File: config.mk
export PLATFORM = sky130hd
export DESIGN_NAME = crc_frame_sequencer
export DESIGN_NICKNAME = d
export VERILOG_FILES = /design/src/rtl/crc_seq_pkg.sv /design/src/rtl/crc_seq_bitcnt.sv /design/src/rtl/crc_frame_sequencer.sv
export SDC_FILE = /design/constraint.sdc
export NUM_CORES = 1
export LEC_CHECK = 0
export CORE_AREA = 2 2 39 41
export DETAILED_ROUTE_END_ITERATION = 10
export DIE_AREA = 0 0 41 43
export PLACE_DENSITY = 0.78
export SLEW_MARGIN = 10
export SYNTH_ARGS = -nofsm -noshare
export SYNTH_HDL_FRONTEND = slang
export SYNTH_HIERARCHICAL = 1
export SYNTH_SLANG_ARGS = --single-unit
File: constraint.sdc
create_clock -name CLK -period 2.8 [get_ports CLK]
set_input_delay 0.28 -clock CLK [delete_from_list [all_inputs] [get_ports CLK]]
set_output_delay 0.28 -clock CLK [all_outputs]
set_load 0.1 [all_outputs]
File: src/rtl/crc_seq_pkg.sv
`default_nettype none
// ============================================================================
//  Module   : crc_seq_pkg
//  Purpose  : Shared definitions for the serial CRC transmit sequencer:
//             phase encoding, strobe bundle, and the helpers that size the
//             phase down-counter.
//  Ports    : none (package)
//  Revision : 1.0  initial release
// ============================================================================
package crc_seq_pkg;

    // Sequencer phases. The numeric values are fixed so that the state
    // register can be carried as a plain 2-bit vector in the top level.
    typedef enum logic [1:0] {
        SEQ_IDLE = 2'd0,
        SEQ_DATA = 2'd1,
        SEQ_CRC  = 2'd2,
        SEQ_GAP  = 2'd3
    } seq_state_e;

    localparam int c_STATE_W = 2;

    // Moore strobes that depend only on the current phase.
    typedef struct packed {
        logic shift;
        logic crcen;
        logic select;
    } seq_strobes_t;

    function automatic int max3(input int a, input int b, input int c);
        int m;
        m = a;
        if (b > m) m = b;
        if (c > m) m = c;
        return m;
    endfunction

    // Ceiling log2; clog2(1) = 0, clog2(9) = 4.
    function automatic int clog2(input int v);
        int r;
        r = 0;
        for (int i = 0; i < 31; i++) begin
            if ((1 << i) < v) r = i + 1;
        end
        return r;
    endfunction

    // Width of the phase counter: must hold the largest reload value.
    // Never narrower than one bit so the counter stays a legal vector.
    function automatic int cnt_width(input int data_w, input int crc_w, input int gap);
        int w;
        w = clog2(max3(data_w, crc_w, gap) + 1);
        return (w < 1) ? 1 : w;
    endfunction

    // Strobe decode for the serial datapath.
    //   DATA : shift out data bits, LFSR absorbs them, mux on data
    //   CRC  : shift out check bits, LFSR frozen, mux on CRC
    //   IDLE / GAP : everything quiet
    function automatic seq_strobes_t state_strobes(input logic [c_STATE_W-1:0] st);
        seq_strobes_t s;
        s = '0;
        case (st)
            SEQ_DATA: begin
                s.shift = 1'b1;
                s.crcen = 1'b1;
            end
            SEQ_CRC: begin
                s.shift  = 1'b1;
                s.select = 1'b1;
            end
            default: s = '0;
        endcase
        return s;
    endfunction

endpackage
`default_nettype wire

File: src/rtl/crc_seq_bitcnt.sv
`default_nettype none
// ============================================================================
//  Module   : crc_seq_bitcnt
//  Purpose  : Loadable down-counter shared by the DATA, CRC and GAP phases.
//             Load has priority over decrement; the count saturates at zero
//             so it can never wrap.
//  Ports    : clk   - rising-edge clock
//             rst   - synchronous active-high reset (count -> 0)
//             load  - load 'value' into the counter
//             value - reload value
//             dec   - decrement by one (ignored when already zero)
//             zero  - count is zero
//  Revision : 1.0  initial release
// ============================================================================
module crc_seq_bitcnt
    import crc_seq_pkg::*;
#(
    parameter int WIDTH = 4
) (
    input  logic             clk,
    input  logic             rst,
    input  logic             load,
    input  logic [WIDTH-1:0] value,
    input  logic             dec,
    output logic             zero
);

    logic [WIDTH-1:0] r_count;

    always_ff @(posedge clk) begin
        if (rst) begin
            r_count <= '0;
        end else if (load) begin
            r_count <= value;
        end else if (dec && (r_count != '0)) begin
            r_count <= r_count - 1'b1;
        end
    end

    assign zero = (r_count == '0);

endmodule
`default_nettype wire

File: src/rtl/crc_frame_sequencer.sv
`default_nettype none
// ============================================================================
//  Module   : crc_frame_sequencer
//  Purpose  : Control sequencer for the serial CRC transmit link. Accepts one
//             parallel word per frame (valid/ready) and strobes the external
//             shift register / CRC LFSR through DATA_W data bits, CRC_W check
//             bits and GAP idle cycles.
//  Options  : CRC_SEQ_ABORT_EN - adds the Abort input and Aborted output.
//  Ports    : CLK       - system clock, rising edge
//             CLR       - synchronous active-high reset
//             Enable    - permits starting new frames
//             din_valid - upstream word available
//             din_ready - word accepted this cycle (IDLE, Enable, not CLR)
//             Load      - parallel-load strobe (same cycle as handshake)
//             CrcClr    - clear CRC LFSR (same cycle as handshake)
//             Shift     - shift strobe, DATA and CRC phases
//             CrcEn     - LFSR absorbs serial bit, DATA phase
//             Select    - serial mux: 0 data, 1 CRC
//             Busy      - frame or gap in progress
//             Done      - one-cycle pulse after the last CRC bit
//             Abort     - (option) abandon frame in progress
//             Aborted   - (option) one-cycle pulse after an abort
//  Revision : 1.0  initial release
// ============================================================================
module crc_frame_sequencer
    import crc_seq_pkg::*;
#(
    parameter int DATA_W = 8,
    parameter int CRC_W  = 4,
    parameter int GAP    = 1
) (
    input  logic CLK,
    input  logic CLR,
    input  logic Enable,
    input  logic din_valid,
`ifdef CRC_SEQ_ABORT_EN
    input  logic Abort,
    output logic Aborted,
`endif
    output logic din_ready,
    output logic Load,
    output logic CrcClr,
    output logic Shift,
    output logic CrcEn,
    output logic Select,
    output logic Busy,
    output logic Done
);

    // ------------------------------------------------------------------
    // Constants
    // ------------------------------------------------------------------
    localparam logic [c_STATE_W-1:0] c_ST_IDLE = SEQ_IDLE;
    localparam logic [c_STATE_W-1:0] c_ST_DATA = SEQ_DATA;
    localparam logic [c_STATE_W-1:0] c_ST_CRC  = SEQ_CRC;
    localparam logic [c_STATE_W-1:0] c_ST_GAP  = SEQ_GAP;

    localparam int c_CNT_W = cnt_width(DATA_W, CRC_W, GAP);

    // Each phase lasts (reload + 1) cycles: the counter is loaded on entry
    // and the phase ends in the cycle where it reads zero.
    localparam logic [c_CNT_W-1:0] c_DATA_LD = c_CNT_W'(DATA_W - 1);
    localparam logic [c_CNT_W-1:0] c_CRC_LD  = c_CNT_W'(CRC_W - 1);
    localparam logic [c_CNT_W-1:0] c_GAP_LD  = (GAP > 0) ? c_CNT_W'(GAP - 1) : '0;

    // ------------------------------------------------------------------
    // Signals
    // ------------------------------------------------------------------
    logic [c_STATE_W-1:0] r_state;
    logic [c_STATE_W-1:0] w_next;
    logic                 r_done;
    logic                 w_idle;
    logic                 w_hs;
    logic                 w_abort;
    logic                 w_frame_end;
    logic                 w_cnt_load;
    logic [c_CNT_W-1:0]   w_cnt_val;
    logic                 w_cnt_zero;
    seq_strobes_t         w_strobes;

    // ------------------------------------------------------------------
    // Handshake
    // ------------------------------------------------------------------
    assign w_idle    = (r_state == c_ST_IDLE);

    // CLR is folded in so no word is consumed during a reset cycle.
    assign din_ready = w_idle & Enable & ~CLR;
    assign w_hs      = din_valid & din_ready;

    // Mealy strobes: the shift register loads and the LFSR clears in the
    // very cycle the word is accepted, so the first data bit can shift out
    // on the next cycle.
    assign Load   = w_hs;
    assign CrcClr = w_hs;

    // ------------------------------------------------------------------
    // Abort qualification (only meaningful while a frame is active)
    // ------------------------------------------------------------------
`ifdef CRC_SEQ_ABORT_EN
    assign w_abort = Abort & ~w_idle;
`else
    assign w_abort = 1'b0;
`endif

    // ------------------------------------------------------------------
    // Next-state and counter-reload logic
    // ------------------------------------------------------------------
    always_comb begin
        w_next      = r_state;
        w_cnt_load  = 1'b0;
        w_cnt_val   = '0;
        w_frame_end = 1'b0;

        case (r_state)
            c_ST_IDLE: begin
                if (w_hs) begin
                    w_next     = c_ST_DATA;
                    w_cnt_load = 1'b1;
                    w_cnt_val  = c_DATA_LD;
                end
            end
            c_ST_DATA: begin
                if (w_cnt_zero) begin
                    w_next     = c_ST_CRC;
                    w_cnt_load = 1'b1;
                    w_cnt_val  = c_CRC_LD;
                end
            end
            c_ST_CRC: begin
                if (w_cnt_zero) begin
                    // Last check bit leaves this cycle; Done is registered
                    // so it appears in the cycle after.
                    w_frame_end = 1'b1;
                    w_cnt_load  = 1'b1;
                    if (GAP > 0) begin
                        w_next    = c_ST_GAP;
                        w_cnt_val = c_GAP_LD;
                    end else begin
                        w_next    = c_ST_IDLE;
                        w_cnt_val = '0;
                    end
                end
            end
            c_ST_GAP: begin
                if (w_cnt_zero) begin
                    w_next     = c_ST_IDLE;
                    w_cnt_load = 1'b1;
                    w_cnt_val  = '0;
                end
            end
            default: begin
                w_next     = c_ST_IDLE;
                w_cnt_load = 1'b1;
                w_cnt_val  = '0;
            end
        endcase

        // An abort overrides any phase transition, including the final
        // CRC cycle, so an aborted frame never reports Done.
        if (w_abort) begin
            w_next      = c_ST_IDLE;
            w_cnt_load  = 1'b1;
            w_cnt_val   = '0;
            w_frame_end = 1'b0;
        end
    end

    // ------------------------------------------------------------------
    // Phase counter
    // ------------------------------------------------------------------
    crc_seq_bitcnt #(
        .WIDTH (c_CNT_W)
    ) u_bitcnt (
        .clk   (CLK),
        .rst   (CLR),
        .load  (w_cnt_load),
        .value (w_cnt_val),
        .dec   (~w_idle),
        .zero  (w_cnt_zero)
    );

    // ------------------------------------------------------------------
    // State and registered pulses
    // ------------------------------------------------------------------
    always_ff @(posedge CLK) begin
        if (CLR) begin
            r_state <= c_ST_IDLE;
            r_done  <= 1'b0;
        end else begin
            r_state <= w_next;
            r_done  <= w_frame_end;
        end
    end

`ifdef CRC_SEQ_ABORT_EN
    logic r_aborted;

    always_ff @(posedge CLK) begin
        if (CLR) begin
            r_aborted <= 1'b0;
        end else begin
            r_aborted <= w_abort;
        end
    end

    assign Aborted = r_aborted;
`endif

    // ------------------------------------------------------------------
    // Moore outputs
    // ------------------------------------------------------------------
    assign w_strobes = state_strobes(r_state);
    assign Shift     = w_strobes.shift;
    assign CrcEn     = w_strobes.crcen;
    assign Select    = w_strobes.select;
    assign Busy      = ~w_idle;
    assign Done      = r_done;

endmodule
`default_nettype wire

; ---- After elaboration in Yosys (flattened, before gate mapping)
; Index checks and enable logic that the tools add are counted.
[op_classes]
addsub = 1
muxes = 16
bitwise_logic = 6
n_reduce_logical = 10
n_eq_ne = 7
[op_table]
columns = operator, n
row1 = 4-bit case mux with 3 select lines, 1
row2 = 2-bit two-way mux, 5
row3 = 4-bit two-way mux, 2
row4 = 2-bit case mux with 4 select lines, 1
row5 = "2-bit by 1-bit inequality test with 1-bit output, second input constant", 3
row6 = 2-bit OR reduction, 3
row7 = 1-bit two-way mux, 5
row8 = "2-bit == test, second input constant", 2
row9 = 4-bit zero test, 1
row10 = 4-bit AND reduction, 1
row11 = 4-bit nonzero test, 1
row12 = "4-bit by 1-bit subtractor with 4-bit output, second input constant", 1
row13 = 1-bit AND, 3
row14 = 3-bit two-way mux, 1
row15 = 1-bit inverter, 3
row16 = 3-bit OR reduction, 1
row17 = "2-bit by 1-bit == test with 1-bit output, second input constant", 1
row18 = 2-bit zero test, 1
row19 = "2-bit inequality test, second input constant", 1
row20 = 1-bit case mux with 2 select lines, 1
row21 = 2-bit nonzero test, 1
row22 = 1-bit logical AND, 1
[totals]
output_inout_bits = 8
in_bits = 4
regBits = 7

; ---- Logic depth before layout (Yosys ltp)
[logic_depth]
word_depth = 7
depth_mapped = 8
depth_no_buf = 8

; ---- Modules after synthesis
; The synthesis kept the hierarchy.
[modules_own_cells]
columns = mod, seq_area_each_um2, area_each_um2, cells_each, instances
row1 = crc_frame_sequencer, 60.1, 284.0, 31, 1
row2 = crc_seq_bitcnt, 80.1, 262.8, 29, 1

; ---- Worst setup path before layout
; Ideal clock, no wire load.
[synth_path]
path_kind = reg-to-output
from = register r_state[0]
to = output din_ready
t_arrival_ns = 1.979
setup_slack_ns = 0.541
required_time_ns = 2.520
path_stages_with_launch = 5
path_buffers = 0
cell_sequence = dfxtp_1 > inv_1 > ha_1 > nand2_1 > nor2_1
[synth_via]
elab_chain_cells = 3
[synth_lines]
columns = item, line
row1 = start: declaration, crc_frame_sequencer.sv:69  ; logic [c_STATE_W-1:0] r_state;
row2 = start signal: assignment, crc_frame_sequencer.sv:187  ; r_state <= c_ST_IDLE;
row3 = start signal: assignment, crc_frame_sequencer.sv:190  ; r_state <= w_next;
row4 = 2-bit zero test, crc_frame_sequencer.sv:84  ; assign w_idle = (r_state == c_ST_IDLE);
row5 = 1-bit AND (2 in a row), crc_frame_sequencer.sv:87  ; assign din_ready = w_idle & Enable & ~CLR;
row6 = end: declaration, crc_frame_sequencer.sv:40  ; output logic din_ready,
; Every way passes these cells.

; ---- Worst setup path after layout
[layout_path]
from = register u_bitcnt.r_count[1]
to = register u_bitcnt.r_count[1]
[layout_via]
elab_chain_cells = 4
elab_cells_between_ends = 11
cone_classes = add/sub: 1 / mux: 6 / reduce/logical: 4
[layout_lines]
columns = item, line
row1 = start: declaration, crc_seq_bitcnt.sv:28  ; logic [WIDTH-1:0] r_count;
row2 = start signal: assignment, crc_seq_bitcnt.sv:34  ; r_count <= value;
row3 = start signal: assignment, crc_seq_bitcnt.sv:36  ; r_count <= r_count - 1'b1;
row4 = 4-bit zero test (*), crc_seq_bitcnt.sv:40  ; assign zero = (r_count == '0);
row5 = named net w_cnt_zero, crc_frame_sequencer.sv:78  ; logic w_cnt_zero;
row6 = 1-bit two-way mux (*), "crc_frame_sequencer.sv:123, crc_frame_sequencer.sv:130, crc_frame_sequencer.sv:145"
row7 = 1-bit case mux with 2 select lines (*), crc_frame_sequencer.sv:114  ; case (r_state)
row8 = named net w_cnt_load, crc_frame_sequencer.sv:76  ; logic w_cnt_load;
row9 = 4-bit two-way mux / 2-bit nonzero test (equally long branches), --
; Mark *: on every way through the listed nets, which the timed path passes. The rest lies on a longest branch. The select of a mux whose other input is x is not followed.
; A chain may end at the register's enable or synchronous reset.

==> summary.md <==
| Metric | Value |
|---|---|
| Status | `finished, final reports clean` |
| Worst setup SP type | `flop` |
| I/O pins | `12` |
| # resized after CTS | `0` |
| Drc violations | `0` |
| Filler cell count | `136` |
| Sequential element share of the synthesized area | `0.256` |
| Placer Congestion | `~0.86` |
| Mapped cell area | `547 um2` |
| Final Hold Viols | `0` |
| # Post-CTS Setup Buffers | `0` |
| Layout Nets | `86` |
| Gr ovfl total | `0` |
| Worst reg2reg path depth | `7` |
| Initial Util | `0.395` |
| Syn_nets | `70` |
| Full die area | `0.00176 mm2` |
| Skew-Pair Late Insertion Delay | `0.26 ns` |
| Crit Path Class | `flop to flop` |
| CP most frequent cell | `inv_1` |
| FF-to-FF End | `u_bitcnt/r_count[1]` |
| Final wirelength | `1.06 mm` |
| Total clock buffers created by CTS | `3` |
| Register bit total from synthesis | `7` |
| Start of the worst register-to-register path | `u_bitcnt/r_count[1]` |
| CTS tree | `built` |
| Worst Setup SP | `u_bitcnt/r_count[1]` |
| Syn-to-layout area delta | `24.9%` |
| Multi-input gate area | `between 300 and 400 um2` |
| Max Cap Viol | `0` |
| Critical Path Max Stage Delay | `0.44 ns` |
| Initial antenna violation count | `0` |
| Hpwl dp | `792 um` |
| Crit share post-route | `0.721` |
| CP max FO | `5` |
| Final Setup Violations | `0` |
| Vias post-DR | `approximately 450` |
| WP data required | `between 2 and 3 ns` |
| Syn_area_per_cell | `9.11 um2` |
| Tmin final | `2.02 ns` |
| CTS Buffer Depth | `2` |
| Post-DR vias/cell | `4.98` |
| Ys Warns | `6` |
| DR pass1 iterations | `4` |
| Largest net degree at the start of global routing | `13` |
| RSZ-0062 raised after global routing | `no` |
| Slowest cell on crit path | `or3b_4` |
| Fraction of layout cells with a size suffix above 1 | `0.267` |
| Fin. max-slew vios | `0` |
| Antenna Cells | `0` |
| Global-route usage over all layers | `0.154` |
| First-pass GRT wire length | `1.72 mm` |
| Chip height | `roughly 43 um` |
| R2R Setup Slk | `a little under 0.8 ns` |
| Cts hold-fix bufs | `0` |
| Placeable Area | `0.00138 mm2` |
| Cells after Synth | `60` |
| H-tree level count | `1` |
| Crit-path cells | `inv_1 -> ha_1 -> or3b_4 -> inv_1 -> a21o_1 -> nor3_1 -> a311o_1` |
| Crit path buf inv count | `2` |
| Per-cell routed wire length | `11.6 um` |
| Arrival @ worst endpoint | `2.17 ns` |
| CTS root buffer | `clkbuf_4` |
| Vias in the first global route | `429` |
| IO buf count | `11` |
| Nature of the critical path endpoint | `flop` |
| Sequential Area | `140 um2` |
| Crit path max-delay family | `compound AO/OA/AOI/OAI gates` |
| Antenna Nets Post-Route | `0` |
| Critical Path End | `u_bitcnt/r_count[1]` |
| DIE WIDTH | `around 41 um` |
| Most frequent cells in the layout | `9 x inv_1, 9 x buf_4, 8 x nor2_1, 7 x dfxtp_1, 6 x ha_1` |
| Setup TNS | `0 ns` |
| Clock transition at path regs | `0.06 ns` |
| Min-Delay Path Class | `flop to flop` |
| TritonCTS Sinks | `7` |
| Starting DRT DRC Count | `5` |
| Setup Skew | `0.000442 ns` |
| Highest clock rate | `495 MHz` |
| Cell variety after synth | `24` |
| Site Rows | `14` |
| CP Depth | `7` |
-- synth_stat cells, drive strengths merged --
library cell  number  area (um2)
a2111oi            1        27.5
a211oi             1        7.51
a21o               2        15.0
a2bb2oi            1        15.0
a311o              1        10.0
a311oi             2        17.5
a31o               1        8.76
buf                1        7.51
conb               1        3.75
dfxtp              7         140
ha                 6        75.1
inv                9        33.8
mux2i              3        30.0
nand2              5        18.8
nand3              1        5.00
nand4b             2        32.5
nor2               8        30.0
nor3               2        10.0
nor4b              1        15.0
o21bai             1        7.51
or2b               3        25.0
or3b               1        11.3
-- cell families after synthesis --
logic type	after synthesis	synth area share
AND/OR/NAND/NOR	23	0.270
multiplexers	3	0.0549
buffers and inverters	10	0.0755
flip-flops	7	0.256
other	1	0.00686
adder cells (fa/ha/maj)	6	0.137
AO/OA/AOI/OAI	10	0.199
-- state kept, by name (all words and copies together) (netlist names) --
| name | flops |
|---|---|
| r_state | 2 |
| Done | 1 |
| u_bitcnt/r_count | 4 |
-- final cells by class --
| class | instances | area share |
|---|---|---|
| clock buffer | 4 | 0.0385 |
| inverter | 9 | 0.0495 |
| multi-input combinational | 43 | 0.535 |
| sequential | 7 | 0.205 |
| tap | 16 | 0.0293 |
| timing repair buffer | 12 | 0.143 |
-- worst min-delay path by stage --
stage,start,to,cells past startpoint
after floorplan,CLR,Done,1
after global placement,u_bitcnt/r_count[2],u_bitcnt/r_count[2],2
after detailed placement,u_bitcnt/r_count[2],u_bitcnt/r_count[2],2
after CTS,u_bitcnt/r_count[2],u_bitcnt/r_count[2],2
after global routing,u_bitcnt/r_count[2],u_bitcnt/r_count[2],2
final,u_bitcnt/r_count[2],u_bitcnt/r_count[2],2
-- worst min-delay path: cells and delay by family, from the launching register on --
family | cells | cell delay (ns)
AOI/OAI and AO/OA | 1 | 0.08
and+or+nand+nor | 1 | 0.06
DFF | 1 | 0.34
-- through the flow --
stage | hold WS (ns) | utilization | instance area, um2 | cells | setup WS, ns
after floorplan | 0.352 | - | 547 | 60 | 0.541
after global placement | 0.515 | 0.475 | 657 | 87 | 0.862
after detailed placement | 0.527 | 0.475 | 657 | 87 | 0.804
after CTS | 0.535 | 0.494 | 683 | 91 | 0.796
after global routing | 0.555 | 0.494 | 683 | 91 | 0.705
final | 0.529 | 0.494 | 683 | 91 | 0.781
-- per-layer routing --
metal / vias to the layer above / wire length, um / GRT usage
met5: - / 0 / 0
met4: 0 / 14 / 0.0800
met3: 2 / 56 / 0.0995
met2: 12 / 487 / 0.213
met1: 202 / 498 / 0.174
li1: 237 / - / -
Power is left out: the tool's default activity adds up to more than one toggle a clock period on the data nets, which glitch-free logic cannot reach.
